==> src/rtl/ssd_scan_ctrl_pkg.sv <==
// Shared display package: default scan timing, slot encoding, shadow layout
// and the active-low seven-segment glyph table ({g,f,e,d,c,b,a}).
package ssd_scan_ctrl_pkg;

  localparam int unsigned DEF_REFRESH_DIV  = 50000;
  localparam int unsigned DEF_BLANK_CYC    = 16;
  localparam int unsigned DEF_BLINK_FRAMES = 250;

  localparam logic [6:0] SEG_BLANK = 7'h7F;
  localparam logic [3:0] AN_OFF    = 4'hF;

  typedef enum logic [1:0] {
    SLOT_0 = 2'd0,
    SLOT_1 = 2'd1,
    SLOT_2 = 2'd2,
    SLOT_3 = 2'd3
  } slot_e;

  // Frame-stable copy of the display inputs.
  typedef struct packed {
    logic [15:0] value;
    logic [3:0]  digit_en;
    logic [3:0]  blink_en;
    logic [3:0]  dp_in;
  } shadow_t;

  // Hex glyphs 0-9, A, b, C, d, E, F; a cleared bit lights the segment.
  localparam logic [6:0] GLYPH_TABLE [16] = '{
    7'b1000000, 7'b1111001, 7'b0100100, 7'b0110000,
    7'b0011001, 7'b0010010, 7'b0000010, 7'b1111000,
    7'b0000000, 7'b0010000, 7'b0001000, 7'b0000011,
    7'b1000110, 7'b0100001, 7'b0000110, 7'b0001110
  };

endpackage

==> src/rtl/ssd_scan_ctrl_hex_decode.sv <==
// Combinational nibble-to-glyph decoder for an active-low 7-segment digit.
module ssd_hex_decode
  import ssd_scan_ctrl_pkg::*;
(
  input  logic [3:0] nibble,
  output logic [6:0] glyph
);

  // Table lookup; every 4-bit code has a defined glyph.
  always_comb begin
    glyph = GLYPH_TABLE[nibble];
  end

endmodule

==> src/rtl/ssd_scan_ctrl.sv <==
// Four-digit multiplexed 7-segment scan controller with per-frame input
// shadowing, anti-ghosting blank window, per-digit blink and decimal points.
module ssd_scan_ctrl
  import ssd_scan_ctrl_pkg::*;
#(
  parameter int unsigned REFRESH_DIV  = DEF_REFRESH_DIV,
  parameter int unsigned BLANK_CYC    = DEF_BLANK_CYC,
  parameter int unsigned BLINK_FRAMES = DEF_BLINK_FRAMES
) (
  input  logic        clk,
  input  logic        rst,
  input  logic [15:0] value,
  input  logic [3:0]  digit_en,
  input  logic [3:0]  blink_en,
  input  logic [3:0]  dp_in,
  output logic [6:0]  seg,
  output logic [3:0]  an,
  output logic        dp,
  output logic        frame_start
);

  localparam int CNT_W = $clog2(REFRESH_DIV);
  localparam int FRM_W = (BLINK_FRAMES > 1) ? $clog2(BLINK_FRAMES) : 1;
  localparam logic [CNT_W-1:0] CNT_LAST  = CNT_W'(REFRESH_DIV - 1);
  localparam logic [CNT_W-1:0] CNT_BLANK = CNT_W'(BLANK_CYC);
  localparam logic [FRM_W-1:0] FRM_LAST  = FRM_W'(BLINK_FRAMES - 1);

  logic [CNT_W-1:0] cnt_r;
  slot_e            sel_r;
  logic [FRM_W-1:0] frm_cnt_r;
  logic             blink_phase_r;
  shadow_t          shadow_r;
  logic             frame_start_r;
  logic [6:0]       seg_r;
  logic [3:0]       an_r;
  logic             dp_r;

  logic             tick_s;
  logic             frame_tick_s;
  logic [3:0]       nibble_s;
  logic [6:0]       glyph_s;
  logic             visible_s;
  logic             blank_s;
  logic [6:0]       seg_nxt_s;
  logic [3:0]       an_nxt_s;
  logic             dp_nxt_s;

  assign tick_s       = (cnt_r == CNT_LAST);
  assign frame_tick_s = tick_s && (sel_r == SLOT_3);

  // Prescaler: one digit slot every REFRESH_DIV cycles.
  always_ff @(posedge clk or negedge rst) begin
    if (!rst) begin
      cnt_r <= '0;
    end else if (tick_s) begin
      cnt_r <= '0;
    end else begin
      cnt_r <= cnt_r + CNT_W'(1);
    end
  end

  // Slot select walks 0,1,2,3 on each prescaler tick.
  always_ff @(posedge clk or negedge rst) begin
    if (!rst) begin
      sel_r <= SLOT_0;
    end else if (tick_s) begin
      sel_r <= slot_e'(sel_r + 2'd1);
    end else begin
      sel_r <= sel_r;
    end
  end

  // Shadow load at the end of slot 3 so a whole frame sees one snapshot.
  always_ff @(posedge clk or negedge rst) begin
    if (!rst) begin
      shadow_r      <= '0;
      frame_start_r <= 1'b0;
    end else begin
      frame_start_r <= frame_tick_s;
      if (frame_tick_s) begin
        shadow_r <= '{value: value, digit_en: digit_en,
                      blink_en: blink_en, dp_in: dp_in};
      end else begin
        shadow_r <= shadow_r;
      end
    end
  end

  // Frame counter flips the blink phase every BLINK_FRAMES frames.
  always_ff @(posedge clk or negedge rst) begin
    if (!rst) begin
      frm_cnt_r     <= '0;
      blink_phase_r <= 1'b0;
    end else if (frame_tick_s) begin
      if (frm_cnt_r == FRM_LAST) begin
        frm_cnt_r     <= '0;
        blink_phase_r <= ~blink_phase_r;
      end else begin
        frm_cnt_r     <= frm_cnt_r + FRM_W'(1);
        blink_phase_r <= blink_phase_r;
      end
    end else begin
      frm_cnt_r     <= frm_cnt_r;
      blink_phase_r <= blink_phase_r;
    end
  end

  // Pick the selected digit's nibble out of the shadow value.
  always_comb begin
    nibble_s = 4'h0;
    case (sel_r)
      SLOT_0:  nibble_s = shadow_r.value[3:0];
      SLOT_1:  nibble_s = shadow_r.value[7:4];
      SLOT_2:  nibble_s = shadow_r.value[11:8];
      SLOT_3:  nibble_s = shadow_r.value[15:12];
      default: nibble_s = 4'h0;
    endcase
  end

  ssd_hex_decode u_hex_decode (
    .nibble (nibble_s),
    .glyph  (glyph_s)
  );

  // Next display drive: blank during the guard window or for dark digits.
  always_comb begin
    visible_s = shadow_r.digit_en[sel_r] &
                ~(blink_phase_r & shadow_r.blink_en[sel_r]);
    blank_s   = (cnt_r < CNT_BLANK) | ~visible_s;
    an_nxt_s  = AN_OFF;
    seg_nxt_s = SEG_BLANK;
    dp_nxt_s  = 1'b1;
    if (blank_s) begin
      an_nxt_s  = AN_OFF;
      seg_nxt_s = SEG_BLANK;
      dp_nxt_s  = 1'b1;
    end else begin
      an_nxt_s  = ~(4'b0001 << sel_r);
      seg_nxt_s = glyph_s;
      dp_nxt_s  = ~shadow_r.dp_in[sel_r];
    end
  end

  // Output registers give glitch-free pins with one cycle of latency.
  always_ff @(posedge clk or negedge rst) begin
    if (!rst) begin
      an_r  <= AN_OFF;
      seg_r <= SEG_BLANK;
      dp_r  <= 1'b1;
    end else begin
      an_r  <= an_nxt_s;
      seg_r <= seg_nxt_s;
      dp_r  <= dp_nxt_s;
    end
  end

  assign an          = an_r;
  assign seg         = seg_r;
  assign dp          = dp_r;
  assign frame_start = frame_start_r;

endmodule

==> config.mk <==
export PLATFORM = sky130hd
export DESIGN_NAME = ssd_scan_ctrl
export DESIGN_NICKNAME = d
export VERILOG_FILES = /design/src/rtl/ssd_scan_ctrl_pkg.sv /design/src/rtl/ssd_scan_ctrl_hex_decode.sv /design/src/rtl/ssd_scan_ctrl.sv
export SDC_FILE = /design/constraint.sdc
export NUM_CORES = 1
export LEC_CHECK = 0
export ABC_AREA = 1
export ABC_CLOCK_PERIOD_IN_PS = 2400
export CAP_MARGIN = 15
export CORE_MARGIN = 10
export CORE_UTILIZATION = 27
export DETAILED_ROUTE_END_ITERATION = 12
export PLACE_DENSITY = 0.51
export SLEW_MARGIN = 20
export SYNTH_ARGS = -nofsm -noshare
export SYNTH_HDL_FRONTEND = slang
export SYNTH_SLANG_ARGS = --single-unit
==> constraint.sdc <==
create_clock -name clk -period 2.4 [get_ports clk]
set_input_delay 0.36 -clock clk [delete_from_list [all_inputs] [get_ports clk]]
set_output_delay 0.36 -clock clk [all_outputs]
set_load 0.05 [all_outputs]
==> impl_metrics.sql <==
INSERT INTO impl_metrics (metric_group, metric, value, unit) VALUES
('global_route', 'globalRouteOverflowTotal', '0', ''),
('critical_path', 'worst-endpoint-arrival', '2420', 'ps'),
('critical_path', 'reg2regPathDepth', '11', ''),
('pwr', 'power_report.internal_total', '2.107', 'mW'),
('floorplanning', 'io-pin-count', '43', ''),
('yosys', 'ys_ff_latch', '68', ''),
('clock_network', 'cts_tree', 'yes', ''),
('sta', 'slew_violations', '0', ''),
('critical_path', 'critPathRequiredTime', '2680', 'ps'),
('global_route', 'grt_pass1_vias', '3108', ''),
('floorplanning', 'design.die.area', '0.01859', 'mm²'),
('yosys', 'complex_gate_fraction_of_the_synthesized_area', '0.06642', ''),
('layout', 'final_common_cell', 'sky130_fd_sc_hd__nand2_1', ''),
('sta', 'worst_slew_pin_slew', '699.0', 'ps'),
('place', 'gp_congestion', '0.9081', ''),
('clock_network', 'cts_root_buffer', 'sky130_fd_sc_hd__clkbuf_16', ''),
('place', 'io_buffer_count', '42', ''),
('layout', 'register_area', '0.001718', 'mm²'),
('detailed_routing', 'detailed_route_via_count', '3063', ''),
('pwr', 'worst_supply_voltage_drop_on_vdd', '334.6', 'µV'),
('pwr', 'combinationalPowerShare', '0.027', ''),
('flow_run', 'timing.max_cap.violations', '0', ''),
('yosys', 'synth.area.mux_share', '0', ''),
('sta', 'final.setup.tns', '0', 'ps'),
('layout', 'flow.area_growth_from_synthesis', '26.26', '%'),
('sta', 'setup_viol_count_final', '0', ''),
('global_route', 'global_route.usage.total', '0.09688', ''),
('pwr', 'p_leak', '2.163', 'nW'),
('pwr', 'clock_power_share', '0.541', ''),
('worst_hold_path', 'timing.hold.worst.class', 'input port to async pin', ''),
('detailed_routing', 'drt_iter0_markers', '202', ''),
('detailed_routing', 'route.detailed.drc', '0', ''),
('floorplanning', 'dieWidth', '136.3', 'µm'),
('clock_network', 'cts_sinks', '68', ''),
('yosys', 'synth.yosys.warnings', '0', ''),
('layout', 'final_cell_mix', 'sky130_fd_sc_hd__nand2_1, sky130_fd_sc_hd__dfrtp_1, sky130_fd_sc_hd__inv_1', ''),
('floorplanning', 'fp.coreArea', '0.01324', 'mm²'),
('layout', 'nNetsFinal', '569', ''),
('place', 'dpl.cell_count', '690', ''),
('sta', 'grt_setup_unrepaired', 'no', ''),
('clock_network', 'ctsLongestPathBuffers', '2', ''),
('clock_network', 'worst_skew_pair.late_latency', '340', 'ps'),
('sta', 'skew', '7.834', 'ps'),
('detailed_routing', 'routed_via_density', '4.339', ''),
('yosys', 'post_synth.cell_area_avg', '7.694', 'µm²'),
('sta', 'minimum_clock_period_after_layout', '2141', 'ps'),
('clock_network', 'post_cts_buffers', '0', ''),
('detailed_routing', 'detail_route.wl_per_cell', '12.21', 'µm'),
('sta', 'timing.max_slew.rel_slack', '0.5340', ''),
('detailed_routing', 'totalWireLength', '8.621', 'mm'),
('clock_network', 'path_clk_slew', '60', 'ps'),
('layout', 'post_route_insts_no_fill', '706', ''),
('critical_path', 'crit_fanout', '10', ''),
('detailed_routing', 'drt-pass1-iter-count', '4', ''),
('yosys', 'post_synth_inst_count', '475', ''),
('status', 'run_status', 'finished clean', ''),
('layout', 'fillCellCount', '1391', ''),
('sta', 'max_freq', '0.4670', 'GHz'),
('pwr', 'power_per_cell_area', '576.6', 'mW/mm²'),
('floorplanning', 'floorplan.rows', '42', ''),
('critical_path', 'end_kind', 'flip-flop', ''),
('place', 'dpl.hpwl', '6.501', 'mm'),
('yosys', 'synth-adder-area-share', '0.04793', ''),
('pwr', 'switching_power', '0.5536', 'mW'),
('floorplanning', 'die_height', '136.3', 'µm'),
('clock_network', 'htree_num_levels', '3', ''),
('yosys', 'syn_nets', '519', ''),
('yosys', 'yosysSeqAreaShare', '0.4697', ''),
('floorplanning', 'starting_utilization_of_the_core_area', '0.2760', ''),
('global_route', 'largest_net_degree_at_the_start_of_global_routing', '40', ''),
('critical_path', 'criticalPathCategory', 'flip-flop to flip-flop', '');
-- cells by family after synthesis --
kind of cell | Yosys count
compound gates | 39
xor+xnor | 8
fa+ha+maj | 14
buf+inv | 66
flops | 68
simple gates | 280
-- flip-flops by register name (all words and copies together) (netlist names), 2 cells and up --
| register | flops |
|---|---|
| an | 4 |
| cnt_r | 16 |
| frm_cnt_r | 8 |
| seg | 7 |
| sel_r | 2 |
| shadow_r | 28 |
-- through the flow --
| stage | setup slack (ps) | total power, mW | utilization | instance area, µm² | hold slack, ps |
|---|---|---|---|---|---|
| 6_report | 258.7 | 2.660 | 0.3485 | 4614 | 75.00 |
| 2_1_floorplan | 174.3 | 1.168 | - | 3655 | 64.41 |
| 3_3_place_gp | 215.5 | 1.242 | 0.3236 | 4285 | 441.0 |
| 3_5_place_dp | 119.2 | 1.243 | 0.3236 | 4285 | 447.6 |
| 5_1_grt | 16.60 | 2.754 | 0.3485 | 4614 | 121.4 |
| 4_1_cts | 86.20 | 2.708 | 0.3481 | 4609 | 80.61 |
-- critical path, cell delays in order, from the launching register on --
cell                      delay, ps
sky130_fd_sc_hd__dfrtp_2        460
sky130_fd_sc_hd__inv_2          180
sky130_fd_sc_hd__ha_1           330
sky130_fd_sc_hd__inv_2          110
sky130_fd_sc_hd__nand2_1        130
sky130_fd_sc_hd__nor2_1          60
sky130_fd_sc_hd__nor2_1         190
sky130_fd_sc_hd__ha_1           280
sky130_fd_sc_hd__nand3_1        130
sky130_fd_sc_hd__nand3_1         90
sky130_fd_sc_hd__nand2_1         50
sky130_fd_sc_hd__nand2_1         60
-- final timing paths --
kind	end	slack (ps)	from
worst max-delay path	seg[0]$_DFF_PN1_	260	sel_r[0]$_DFFE_PN0N_
worst min-delay path	shadow_r[25]$_DFFE_PN0P_	80	rst
worst max register to register	seg[0]$_DFF_PN1_	260	sel_r[0]$_DFFE_PN0N_
worst min register to register	shadow_r[24]$_DFFE_PN0P_	480	shadow_r[24]$_DFFE_PN0P_
max in group asynchronous	an[0]$_DFF_PN1_	1630	rst
min in group clk	shadow_r[24]$_DFFE_PN0P_	480	shadow_r[24]$_DFFE_PN0P_
-- synth_stat cells --
master                     count  area share
sky130_fd_sc_hd__nand3_1      43       0.059
sky130_fd_sc_hd__o21ai_0      15       0.021
sky130_fd_sc_hd__o21ai_1       3      0.0041
sky130_fd_sc_hd__clkinv_2      1      0.0014
sky130_fd_sc_hd__nand3_4       1      0.0048
sky130_fd_sc_hd__nor2_2        2      0.0034
sky130_fd_sc_hd__buf_2         3      0.0041
sky130_fd_sc_hd__buf_6         4       0.012
sky130_fd_sc_hd__nor2_1       46       0.047
sky130_fd_sc_hd__inv_2         3      0.0031
sky130_fd_sc_hd__dfrtp_1      56        0.38
sky130_fd_sc_hd__nor2_4        1      0.0031
sky130_fd_sc_hd__inv_1        55       0.056
sky130_fd_sc_hd__o21ai_2      10       0.024
sky130_fd_sc_hd__ha_1         14       0.048
sky130_fd_sc_hd__nand2_1     172        0.18
sky130_fd_sc_hd__nand3_2       1      0.0027
sky130_fd_sc_hd__dfstp_2      12       0.086
sky130_fd_sc_hd__a21oi_1       7      0.0096
sky130_fd_sc_hd__nor3_1        5      0.0068
sky130_fd_sc_hd__xor2_1        7       0.017
sky130_fd_sc_hd__xnor2_1       1      0.0024
sky130_fd_sc_hd__nand2_2       2      0.0034
sky130_fd_sc_hd__nand3b_1      1      0.0021
sky130_fd_sc_hd__o21bai_1      3      0.0062
sky130_fd_sc_hd__nand4_1       6       0.010
sky130_fd_sc_hd__o21a_1        1      0.0021
-- layout make-up --
cell class / instances / area share
Multi-Input combinational cell: 341 / 0.3595
Inverter: 59 / 0.04826
Sequential cell: 68 / 0.3723
Clock buffer: 9 / 0.04881
Tap cell: 176 / 0.04772
Clock inverter: 7 / 0.02142
Timing Repair Buffer: 46 / 0.1020
-- per-layer routing --
metal,wire length [µm],track usage
met1,3864,0.1092
met2,4100,0.1658
met3,475,0.03173
met4,180,0.03787
met5,0,0
-- timing repair --
item / 4_1_cts / 5_1_grt
gates resized for setup: 0 / 3
hold buffers: 0 / 0
endpoints found under the setup margin: 0 / 5
-- power by group through the flow --
stage               Sequential (mW)  Combinational (mW)  Clock, mW
finish                         1.15              0.0726       1.44
global route                   1.15              0.0812       1.53
CTS                            1.15              0.0761       1.48
detailed placement             1.17              0.0755          0
global placement               1.17              0.0748          0
floorplan                      1.17         0.000000711          0
No activity file was read; power rests on OpenSTA's default activity.
